File: config.mk
export PLATFORM = sky130hd
export DESIGN_NAME = nfc_apb_if
export DESIGN_NICKNAME = d
export VERILOG_FILES = /design/src/rtl/nfc_apb_if.sv
export SDC_FILE = /design/constraint.sdc
export NUM_CORES = 1
export LEC_CHECK = 0
export ABC_CLOCK_PERIOD_IN_PS = 7000
export CORE_ASPECT_RATIO = 0.9
export CORE_MARGIN = 2
export CORE_UTILIZATION = 40
export CTS_CLUSTER_DIAMETER = 80
export CTS_CLUSTER_SIZE = 28
export DETAILED_ROUTE_END_ITERATION = 7
export PLACE_DENSITY = 0.6
export SYNTH_ARGS = -nofsm -noshare
export SYNTH_HDL_FRONTEND = slang
export SYNTH_SLANG_ARGS = --single-unit
File: constraint.sdc
create_clock -name P_clk -period 7 [get_ports P_clk]
set_input_delay 1.75 -clock P_clk [delete_from_list [all_inputs] [get_ports P_clk]]
set_output_delay 1.75 -clock P_clk [all_outputs]
set_load 0.01 [all_outputs]
File: src/rtl/nfc_apb_if.sv
`default_nettype none
// ============================================================================
//  Module   : nfc_apb_if
//  Purpose  : APB3 register front-end for a NAND flash controller. Holds the
//             command/address/length registers, launches operations through a
//             small FSM, and buffers write/read data in TX and RX byte FIFOs.
//  Revision : 1.0 - initial release
// ============================================================================
module nfc_apb_if #(
   parameter int FIFO_DEPTH = 16
) (
   input  logic        P_clk,
   input  logic        P_nrst,
   input  logic        PSEL,
   input  logic        PENABLE,
   input  logic        PWRITE,
   input  logic [4:0]  PADDR,
   input  logic [31:0] PWDATA,
   output logic [31:0] PRDATA,
   output logic        PREADY,
   output logic        PSLVERR,
   output logic [7:0]  C_Cmd0,
   output logic [7:0]  C_Cmd1,
   output logic [39:0] C_Addr,
   output logic [7:0]  C_Length,
   output logic        C_Start,
   input  logic        C_Busy,
   input  logic        C_Done,
   input  logic        C_WrReq,
   output logic [7:0]  C_WrData,
   input  logic        C_RdValid,
   input  logic [7:0]  C_RdData,
   output logic        IRQ
);
   localparam int c_AW = $clog2(FIFO_DEPTH);
   localparam int c_CW = c_AW + 1;
   localparam logic [c_CW-1:0] c_FULL = c_CW'(FIFO_DEPTH);

   localparam logic [2:0] c_CMD    = 3'd0;
   localparam logic [2:0] c_ADDRLO = 3'd1;
   localparam logic [2:0] c_ADDRHI = 3'd2;
   localparam logic [2:0] c_LEN    = 3'd3;
   localparam logic [2:0] c_CTRL   = 3'd4;
   localparam logic [2:0] c_STATUS = 3'd5;
   localparam logic [2:0] c_TXDATA = 3'd6;
   localparam logic [2:0] c_RXDATA = 3'd7;

   typedef enum logic [1:0] {
      S_IDLE   = 2'd0,
      S_LAUNCH = 2'd1,
      S_WAIT   = 2'd2
   } state_t;

   state_t            r_state;
   logic              r_start, r_done, r_tx_ovf, r_rx_ovf, r_irqen, r_irq;
   logic [7:0]        r_cmd0, r_cmd1, r_len;
   logic [39:0]       r_addr;
   logic [7:0]        r_tx_mem [FIFO_DEPTH];
   logic [7:0]        r_rx_mem [FIFO_DEPTH];
   logic [c_AW-1:0]   r_tx_wp, r_tx_rp, r_rx_wp, r_rx_rp;
   logic [c_CW-1:0]   r_tx_cnt, r_rx_cnt;

   // Byte-lane offsets other than 0 select no register (read 0, no effect)
   logic       w_hit, w_wr, w_rd, w_busy, w_cfg_sel;
   logic [2:0] w_reg;
   assign w_hit     = (PADDR[1:0] == 2'b00);
   assign w_reg     = PADDR[4:2];
   assign w_wr      = PSEL & PENABLE & PWRITE & w_hit;
   assign w_rd      = PSEL & PENABLE & ~PWRITE & w_hit;
   assign w_busy    = (r_state != S_IDLE) | C_Busy;
   assign w_cfg_sel = (w_reg == c_CMD) | (w_reg == c_ADDRLO) |
                      (w_reg == c_ADDRHI) | (w_reg == c_LEN);

   logic w_cfg_wr, w_ctrl_wr, w_start_ok, w_start_err, w_txclr, w_rxclr, w_w1c;
   assign w_cfg_wr    = w_wr & w_cfg_sel & ~w_busy;
   assign w_ctrl_wr   = w_wr & (w_reg == c_CTRL);
   assign w_start_ok  = w_ctrl_wr & PWDATA[0] & (r_state == S_IDLE);
   assign w_start_err = w_ctrl_wr & PWDATA[0] & (r_state != S_IDLE);
   assign w_txclr     = w_ctrl_wr & PWDATA[1];
   assign w_rxclr     = w_ctrl_wr & PWDATA[2];
   assign w_w1c       = w_ctrl_wr & PWDATA[4];

   assign PREADY  = 1'b1;
   assign PSLVERR = (w_wr & w_cfg_sel & w_busy) | w_start_err |
                    (w_wr & ((w_reg == c_STATUS) | (w_reg == c_RXDATA))) |
                    (w_rd & (w_reg == c_TXDATA));

   // ---------------- TX FIFO (APB push, controller pop) ----------------
   logic w_tx_full, w_tx_empty, w_tx_req, w_tx_push, w_tx_pop;
   assign w_tx_full  = (r_tx_cnt == c_FULL);
   assign w_tx_empty = (r_tx_cnt == '0);
   assign w_tx_req   = w_wr & (w_reg == c_TXDATA);
   assign w_tx_pop   = C_WrReq & ~w_tx_empty;
   assign w_tx_push  = w_tx_req & (~w_tx_full | w_tx_pop);
   assign C_WrData   = w_tx_empty ? 8'h00 : r_tx_mem[r_tx_rp];

   // TX pointers and occupancy; clear overrides any same-cycle traffic
   always_ff @(posedge P_clk or negedge P_nrst) begin
      if (!P_nrst) begin
         r_tx_wp  <= '0;
         r_tx_rp  <= '0;
         r_tx_cnt <= '0;
      end else if (w_txclr) begin
         r_tx_wp  <= '0;
         r_tx_rp  <= '0;
         r_tx_cnt <= '0;
      end else begin
         if (w_tx_push) r_tx_wp <= r_tx_wp + c_AW'(1);
         if (w_tx_pop)  r_tx_rp <= r_tx_rp + c_AW'(1);
         if (w_tx_push & ~w_tx_pop)      r_tx_cnt <= r_tx_cnt + c_CW'(1);
         else if (~w_tx_push & w_tx_pop) r_tx_cnt <= r_tx_cnt - c_CW'(1);
      end
   end

   // TX storage; contents are only visible while the entry is occupied
   always_ff @(posedge P_clk) begin
      if (w_tx_push & ~w_txclr) r_tx_mem[r_tx_wp] <= PWDATA[7:0];
   end

   // ---------------- RX FIFO (controller push, APB pop) ----------------
   logic       w_rx_full, w_rx_empty, w_rx_push, w_rx_pop;
   logic [7:0] w_rx_head;
   assign w_rx_full  = (r_rx_cnt == c_FULL);
   assign w_rx_empty = (r_rx_cnt == '0);
   assign w_rx_pop   = w_rd & (w_reg == c_RXDATA) & ~w_rx_empty;
   assign w_rx_push  = C_RdValid & (~w_rx_full | w_rx_pop);
   assign w_rx_head  = w_rx_empty ? 8'h00 : r_rx_mem[r_rx_rp];

   // RX pointers and occupancy; clear overrides any same-cycle traffic
   always_ff @(posedge P_clk or negedge P_nrst) begin
      if (!P_nrst) begin
         r_rx_wp  <= '0;
         r_rx_rp  <= '0;
         r_rx_cnt <= '0;
      end else if (w_rxclr) begin
         r_rx_wp  <= '0;
         r_rx_rp  <= '0;
         r_rx_cnt <= '0;
      end else begin
         if (w_rx_push) r_rx_wp <= r_rx_wp + c_AW'(1);
         if (w_rx_pop)  r_rx_rp <= r_rx_rp + c_AW'(1);
         if (w_rx_push & ~w_rx_pop)      r_rx_cnt <= r_rx_cnt + c_CW'(1);
         else if (~w_rx_push & w_rx_pop) r_rx_cnt <= r_rx_cnt - c_CW'(1);
      end
   end

   // RX storage
   always_ff @(posedge P_clk) begin
      if (w_rx_push & ~w_rxclr) r_rx_mem[r_rx_wp] <= C_RdData;
   end

   // Operation FSM with registered launch pulse and sticky done
   always_ff @(posedge P_clk or negedge P_nrst) begin
      if (!P_nrst) begin
         r_state <= S_IDLE;
         r_start <= 1'b0;
         r_done  <= 1'b0;
      end else begin
         case (r_state)
            S_IDLE: begin
               if (w_start_ok) begin
                  r_state <= S_LAUNCH;
                  r_start <= 1'b1;
               end
            end
            S_LAUNCH: begin
               r_state <= S_WAIT;
               r_start <= 1'b0;
            end
            S_WAIT: begin
               if (C_Done) r_state <= S_IDLE;
            end
            default: begin
               r_state <= S_IDLE;
               r_start <= 1'b0;
            end
         endcase
         if ((r_state == S_WAIT) && C_Done) r_done <= 1'b1;
         else if (w_start_ok || w_w1c)      r_done <= 1'b0;
      end
   end

   // Configuration registers, frozen while an operation is in flight
   always_ff @(posedge P_clk or negedge P_nrst) begin
      if (!P_nrst) begin
         r_cmd0 <= '0;
         r_cmd1 <= '0;
         r_addr <= '0;
         r_len  <= '0;
      end else if (w_cfg_wr) begin
         case (w_reg)
            c_CMD:    begin r_cmd0 <= PWDATA[7:0]; r_cmd1 <= PWDATA[15:8]; end
            c_ADDRLO: r_addr[31:0]  <= PWDATA;
            c_ADDRHI: r_addr[39:32] <= PWDATA[7:0];
            c_LEN:    r_len <= PWDATA[7:0];
            default:  ;
         endcase
      end
   end

   // Sticky overflow flags, interrupt enable and registered interrupt
   always_ff @(posedge P_clk or negedge P_nrst) begin
      if (!P_nrst) begin
         r_tx_ovf <= 1'b0;
         r_rx_ovf <= 1'b0;
         r_irqen  <= 1'b0;
         r_irq    <= 1'b0;
      end else begin
         if (w_tx_req & w_tx_full & ~w_tx_pop & ~w_txclr) r_tx_ovf <= 1'b1;
         else if (w_w1c)                                  r_tx_ovf <= 1'b0;
         if (C_RdValid & w_rx_full & ~w_rx_pop & ~w_rxclr) r_rx_ovf <= 1'b1;
         else if (w_w1c)                                   r_rx_ovf <= 1'b0;
         if (w_ctrl_wr) r_irqen <= PWDATA[3];
         r_irq <= r_irqen & (r_done | r_tx_ovf | r_rx_ovf);
      end
   end

   logic [31:0] w_status;
   assign w_status = {8'h00,
                      {(8-c_CW){1'b0}}, r_rx_cnt,
                      {(8-c_CW){1'b0}}, r_tx_cnt,
                      r_rx_ovf, r_tx_ovf, w_rx_empty, w_rx_full,
                      w_tx_empty, w_tx_full, r_done, w_busy};

   // Read mux, driven only while the slave is selected for a read
   always_comb begin
      PRDATA = 32'h0;
      if (PSEL & ~PWRITE & w_hit) begin
         case (w_reg)
            c_CMD:    PRDATA = {16'h0, r_cmd1, r_cmd0};
            c_ADDRLO: PRDATA = r_addr[31:0];
            c_ADDRHI: PRDATA = {24'h0, r_addr[39:32]};
            c_LEN:    PRDATA = {24'h0, r_len};
            c_CTRL:   PRDATA = {28'h0, r_irqen, 3'b000};
            c_STATUS: PRDATA = w_status;
            c_RXDATA: PRDATA = {24'h0, w_rx_head};
            default:  PRDATA = 32'h0;
         endcase
      end
   end

   assign C_Cmd0   = r_cmd0;
   assign C_Cmd1   = r_cmd1;
   assign C_Addr   = r_addr;
   assign C_Length = r_len;
   assign C_Start  = r_start;
   assign IRQ      = r_irq;

endmodule
`default_nettype wire

# After elaboration in Yosys (flattened, before gate mapping)
# Memory sizes are Yosys's and may differ from the RTL's.
# Index checks and enable logic that the tools add are counted.
[classes]
add_sub_neg = 8
mux = 32
n_eq_ne = 13
n_reduce_logical = 23
bitwise = 63
[ops]
columns = ["operator", "count"]
rows = [
  ["32-bit one-hot mux with 7 select lines", 1],
  ["1-bit AND", 38],
  ["32-bit two-way mux", 1],
  ["4-bit two-way mux", 8],
  ["5-bit two-way mux", 6],
  ["4-bit by 1-bit adder with 4-bit output (second input constant)", 4],
  ["8-bit two-way mux", 2],
  ["2-bit nonzero test", 8],
  ["1-bit inverter", 13],
  ["3-bit == test (second input constant)", 4],
  ["1-bit bitwise OR", 12],
  ["2-bit AND reduction", 6],
  ["5-bit by 1-bit adder with 5-bit output (second input constant)", 2],
  ["5-bit == test (second input constant)", 2],
  ["5-bit logical NOT", 2],
  ["1-bit two-way mux", 10],
  ["5-bit by 1-bit subtractor with 5-bit output (second input constant)", 2],
  ["3-bit by 2-bit == test with 1-bit output (second input constant)", 2],
  ["2-bit one-hot mux with 3 select lines", 1],
  ["3-bit nonzero test", 2],
  ["2-bit logical NOT", 2],
  ["2-bit two-way mux", 2],
  ["2-bit inequality test (second input constant)", 2],
  ["3-bit by 1-bit == test with 1-bit output (second input constant)", 1],
  ["other kinds (6)", 6],
]
[totals]
mem_bits_rw = 256
n_memories = 2
elab_cells = 159
output_inout_bits = 108
reg_bits = 98
in_bits = 54
[mem_list]
columns = ["name", "words", "width", "read_ports", "rd_ports_with_merged_regs", "write_ports", "line", "source"]
rows = [
  ["r_rx_mem", 16, 8, 1, 0, 1, "59", "logic [7:0] r_rx_mem [FIFO_DEPTH];"],
  ["r_tx_mem", 16, 8, 1, 0, 1, "58", "logic [7:0] r_tx_mem [FIFO_DEPTH];"],
]

# Depth between registers and ports, before layout
[logic_depth]
word_depth = 12
ltp_mapped = 11
mapped_depth_nobuf = 10

# Worst setup path before layout
# OpenSTA, ideal clock, no wires.
[synth_timing]
path_type = "input-to-output"
start = "in PADDR[2]"
end = "out PRDATA[3]"
stages = 6
t_arrival_ns = 3.146
n_path_buf = 2
slack_ns = 2.104
required_ns = 5.250
path_cell_list = "buf_2 > buf_1 > mux2_2 > a22oi_1 > o21ai_0 > a31o_2"
[synth_via]
elab_chain_len = 3
elab_cells_between_ends = 9
classes_between = "6 x eq/ne; 2 x mux; 1 x reduce/logical"
[synth_lines]
columns = ["item", "line", "source"]
rows = [
  ["start: declaration", "17", "input logic [4:0] PADDR,"],
  ["3-bit == test (tied with other cells)", "229", "case (w_reg)"],
  ["32-bit one-hot mux with 7 select lines (*)", "229", ""],
  ["32-bit two-way mux (*)", "228", "if (PSEL & ~PWRITE & w_hit) begin"],
  ["end: declaration", "19", "output logic [31:0] PRDATA,"],
]
# Mark *: on every way between the ends. The rest lies on a longest branch, timed or not.

# Final worst setup path
# Ends and elaborated chain as after synthesis.

==> flow_summary.json <==
{
  "status": "complete, no violations",
  "syn_area_mm2": 0.01530,
  "drive_gt1_frac": 0.2006,
  "dr.pass1.iters": 5,
  "yosys_register_bits": 354,
  "crit_chain": "clkdlybuf4s50_1 > buf_4 > nor2_1 > buf_4 > a22o_1 > a21oi_1 > o21ai_0 > a31o_2 > clkdlybuf4s50_1",
  "grt_usage": 0.1833,
  "fin_nets": 1119,
  "cts_resized": 0,
  "path_clk_slew_ns": 0.10,
  "setup_ws_ns": 0.7218,
  "clk_latency_ns": 0.53,
  "die_h_um": 189.6,
  "diodes": 0,
  "dieArea_mm2": 0.03984,
  "syn_avg_cell_area_um2": 17.04,
  "cpMaxStageDelayCell": "clkdlybuf4s50_1",
  "area_delta_synth_final_pct": 17.37,
  "setup_viol": 0,
  "worstPathRequired_ns": 5.25,
  "fp.coreArea_mm2": 0.03747,
  "drt-initial-drc-count": 608,
  "hp-class": "reg -> reg",
  "syn-num-nets": 971,
  "place_hpwl_um": 24970,
  "rsz0062_at_grt": "false",
  "critPathBufInv": 4,
  "layout_common_cells": "edfxtp_1, clkdlybuf4s50_1, dfrtp_1, mux4_2, nor2_1",
  "fillers": 3188,
  "fin_crit_sh": 0.8969,
  "cp.arrival_ns": 4.53,
  "yosysSeqAreaShare": 0.6626,
  "finalSetupTns_ns": 0,
  "synthArstFlopShare": 0.2768,
  "cts_buffer_depth": 3,
  "fin_total_pwr_mw": 4.979,
  "ios": 162,
  "antenna_found_initial": 0,
  "grt_max_degree": 52,
  "finalClockSkew_ns": 0.02187,
  "numCtsBuffers": 18,
  "pre_cts_ws_ns": 0.7139,
  "rows": 67,
  "p_leak_nw": 6.497,
  "postCtsSetupRepairBufs": 0,
  "tightest_slew_ns": 1.287,
  "port_buffers": 160,
  "avgViaCountPerCell": 5.467,
  "htreeDepth": 1,
  "start_util": 0.4084,
  "slowest_delay_ns": 0.95,
  "wirelength_um": 36570,
  "remaining_drc_errors": 0,
  "post_drt_wl_per_cell_um": 23.75,
  "peakVddDrop_uv": 197.3,
  "yosys_warnings": 0,
  "report.final.slew_viol_count": 0,
  "powerDensity_mw_per_mm2": 277.2,
  "fmax_mhz": 159.3,
  "antenna_left": 0,
  "cts_hold_buf": 0,
  "end_kind": "output pin",
  "hold_viol": 0,
  "hold_slack_ns": 0.5209,
  "grt_pass1_wl_um": 55040,
  "vias": 8419,
  "synth_edf_count": 256,
  "ys.flop_type": "edfxtp_1",
  "min_period_ns": 6.278,
  "start_kind": "input pin",
  "critical_path_class": "in -> out",
  "gr-total-overflow": 0,
  "path_max_fanout": 15,
  "cts_root_buf": "clkbuf_16",
  "drv_cap": 0,
  "place.gp.congestion": 0.7722,
  "layout_commonest_cell": "edfxtp_1",
  "grt_pass1_vias": 8549,
  "die_w_um": 210.2,
  "cts_tree": "built",
  "synthCells": 898,
  "synth_cell_types": 59,
  "maxSlewHeadroom": 0.1340,
  "cts_num_sinks": 354,
  "cp_top_family": "buffers and inverters"
}
==> per-stage QoR <==
stage               utilization  instance area [um^2]  cells
CTS                      0.4793                 17960   1540
floorplan                     -                 15300    898
finish                   0.4793                 17960   1540
detailed placement       0.4644                 17400   1509
global placement         0.4644                 17400   1509
global route             0.4793                 17960   1540
==> where the power goes <==
| group | switching, mW | internal [mW] | total, mW |
|---|---|---|---|
| sequential | 0.238 | 2.41 | 2.64 |
| combinational | 0.504 | 0.636 | 1.14 |
| clock | 0.690 | 0.504 | 1.19 |
==> area by class of cell <==
type | count | area [um^2] | share of cell area
Clock buffer | 22 | 465.4 | 0.02591
Tap cell | 483 | 604.3 | 0.03365
Timing Repair Buffer | 178 | 1734 | 0.09655
Sequential cell | 354 | 10140 | 0.5648
Inverter | 9 | 33.78 | 0.001881
Clock inverter | 9 | 92.59 | 0.005155
Multi-Input combinational cell | 485 | 4887 | 0.2721
==> worst reg2reg max path, cell delays in order (launching register included) <==
cell	delay, ns
dfrtp_1	0.48
or4_4	0.55
o21ai_1	0.39
nand2_1	0.22
fa_1	0.44
a21o_1	0.19
a21o_1	0.20
or3_1	0.31
a31oi_1	0.17
==> state kept, by name, summed over array words and instances, names as in the netlist <==
| signal | flops |
|---|---|
| C_Cmd1 | 8 |
| r_tx_ovf | 1 |
| r_rx_cnt | 5 |
| r_irqen | 1 |
| r_tx_cnt | 5 |
| r_state | 2 |
| C_Cmd0 | 8 |
| C_Addr | 40 |
| r_rx_rp | 4 |
| r_done | 1 |
| r_tx_wp | 4 |
| C_Length | 8 |
| r_tx_rp | 4 |
| r_rx_ovf | 1 |
| r_tx_mem | 128 |
| C_Start | 1 |
| r_rx_wp | 4 |
| IRQ | 1 |
| r_rx_mem | 128 |
==> final timing paths <==
check / to / depth (start not counted) / startpoint / slack [ns]
setup / recovery: PRDATA[3] / 9 / PADDR[2] / 0.72
hold / removal: C_Start / 1 / C_Start / 0.52
setup reg to reg: r_tx_cnt[4] / 8 / r_tx_cnt[1] / 3.95
hold reg to reg: C_Start / 1 / C_Start / 0.52
max in group asynchronous: r_rx_rp[0] / 2 / P_nrst / 4.62
min in group asynchronous: r_tx_cnt[3] / 1 / P_nrst / 1.25
==> synthesized netlist by cell type, types with 3 or more instances <==
master	number	area [um^2]
a21o_1	8	60.06
a21oi_1	17	85.08
a22o_1	9	78.83
a22oi_1	19	142.6
a31oi_1	5	31.28
and2_1	18	112.6
and3_1	12	75.07
and4_1	5	43.79
buf_1	6	22.52
buf_2	11	55.05
buf_6	5	56.30
clkbuf_1	27	101.4
dfrtp_1	98	2452
edfxtp_1	256	7687
ha_1	17	212.7
inv_1	9	33.78
mux2_2	41	461.7
mux2_4	32	480.5
mux2i_1	15	150.1
mux4_2	76	1712
nand2_1	25	93.84
nand2b_1	5	31.28
nand3_1	12	60.06
nor2_1	55	206.5
nor2b_1	20	125.1
nor3_1	14	70.07
o21ai_0	11	55.05
o22ai_1	8	50.05
o31ai_1	3	22.52
or3_1	9	56.30
or4_4	3	33.78
xnor2_1	4	35.03
xor2_1	10	87.58
==> routing by layer <==
metal	share of wire	routed length [um]	GRT usage
met5	0	0	0
met4	0.017	631	0.03546
met3	0.043	1581	0.02311
met2	0.49	17940	0.3065
met1	0.45	16410	0.2606
==> logic make-up after synthesis <==
kind of cell | count (synthesis) | synth area share
AO/OA/AOI/OAI | 95 | 0.04350
XOR/XNOR | 14 | 0.008012
adder cells (fa/ha/maj) | 19 | 0.01652
buffers and inverters | 59 | 0.01807
flip-flops | 354 | 0.6626
multiplexers | 164 | 0.1832
other | 1 | 0.0002450
AND/OR/NAND/NOR | 192 | 0.06786
(Power assumes the default switching activity.)
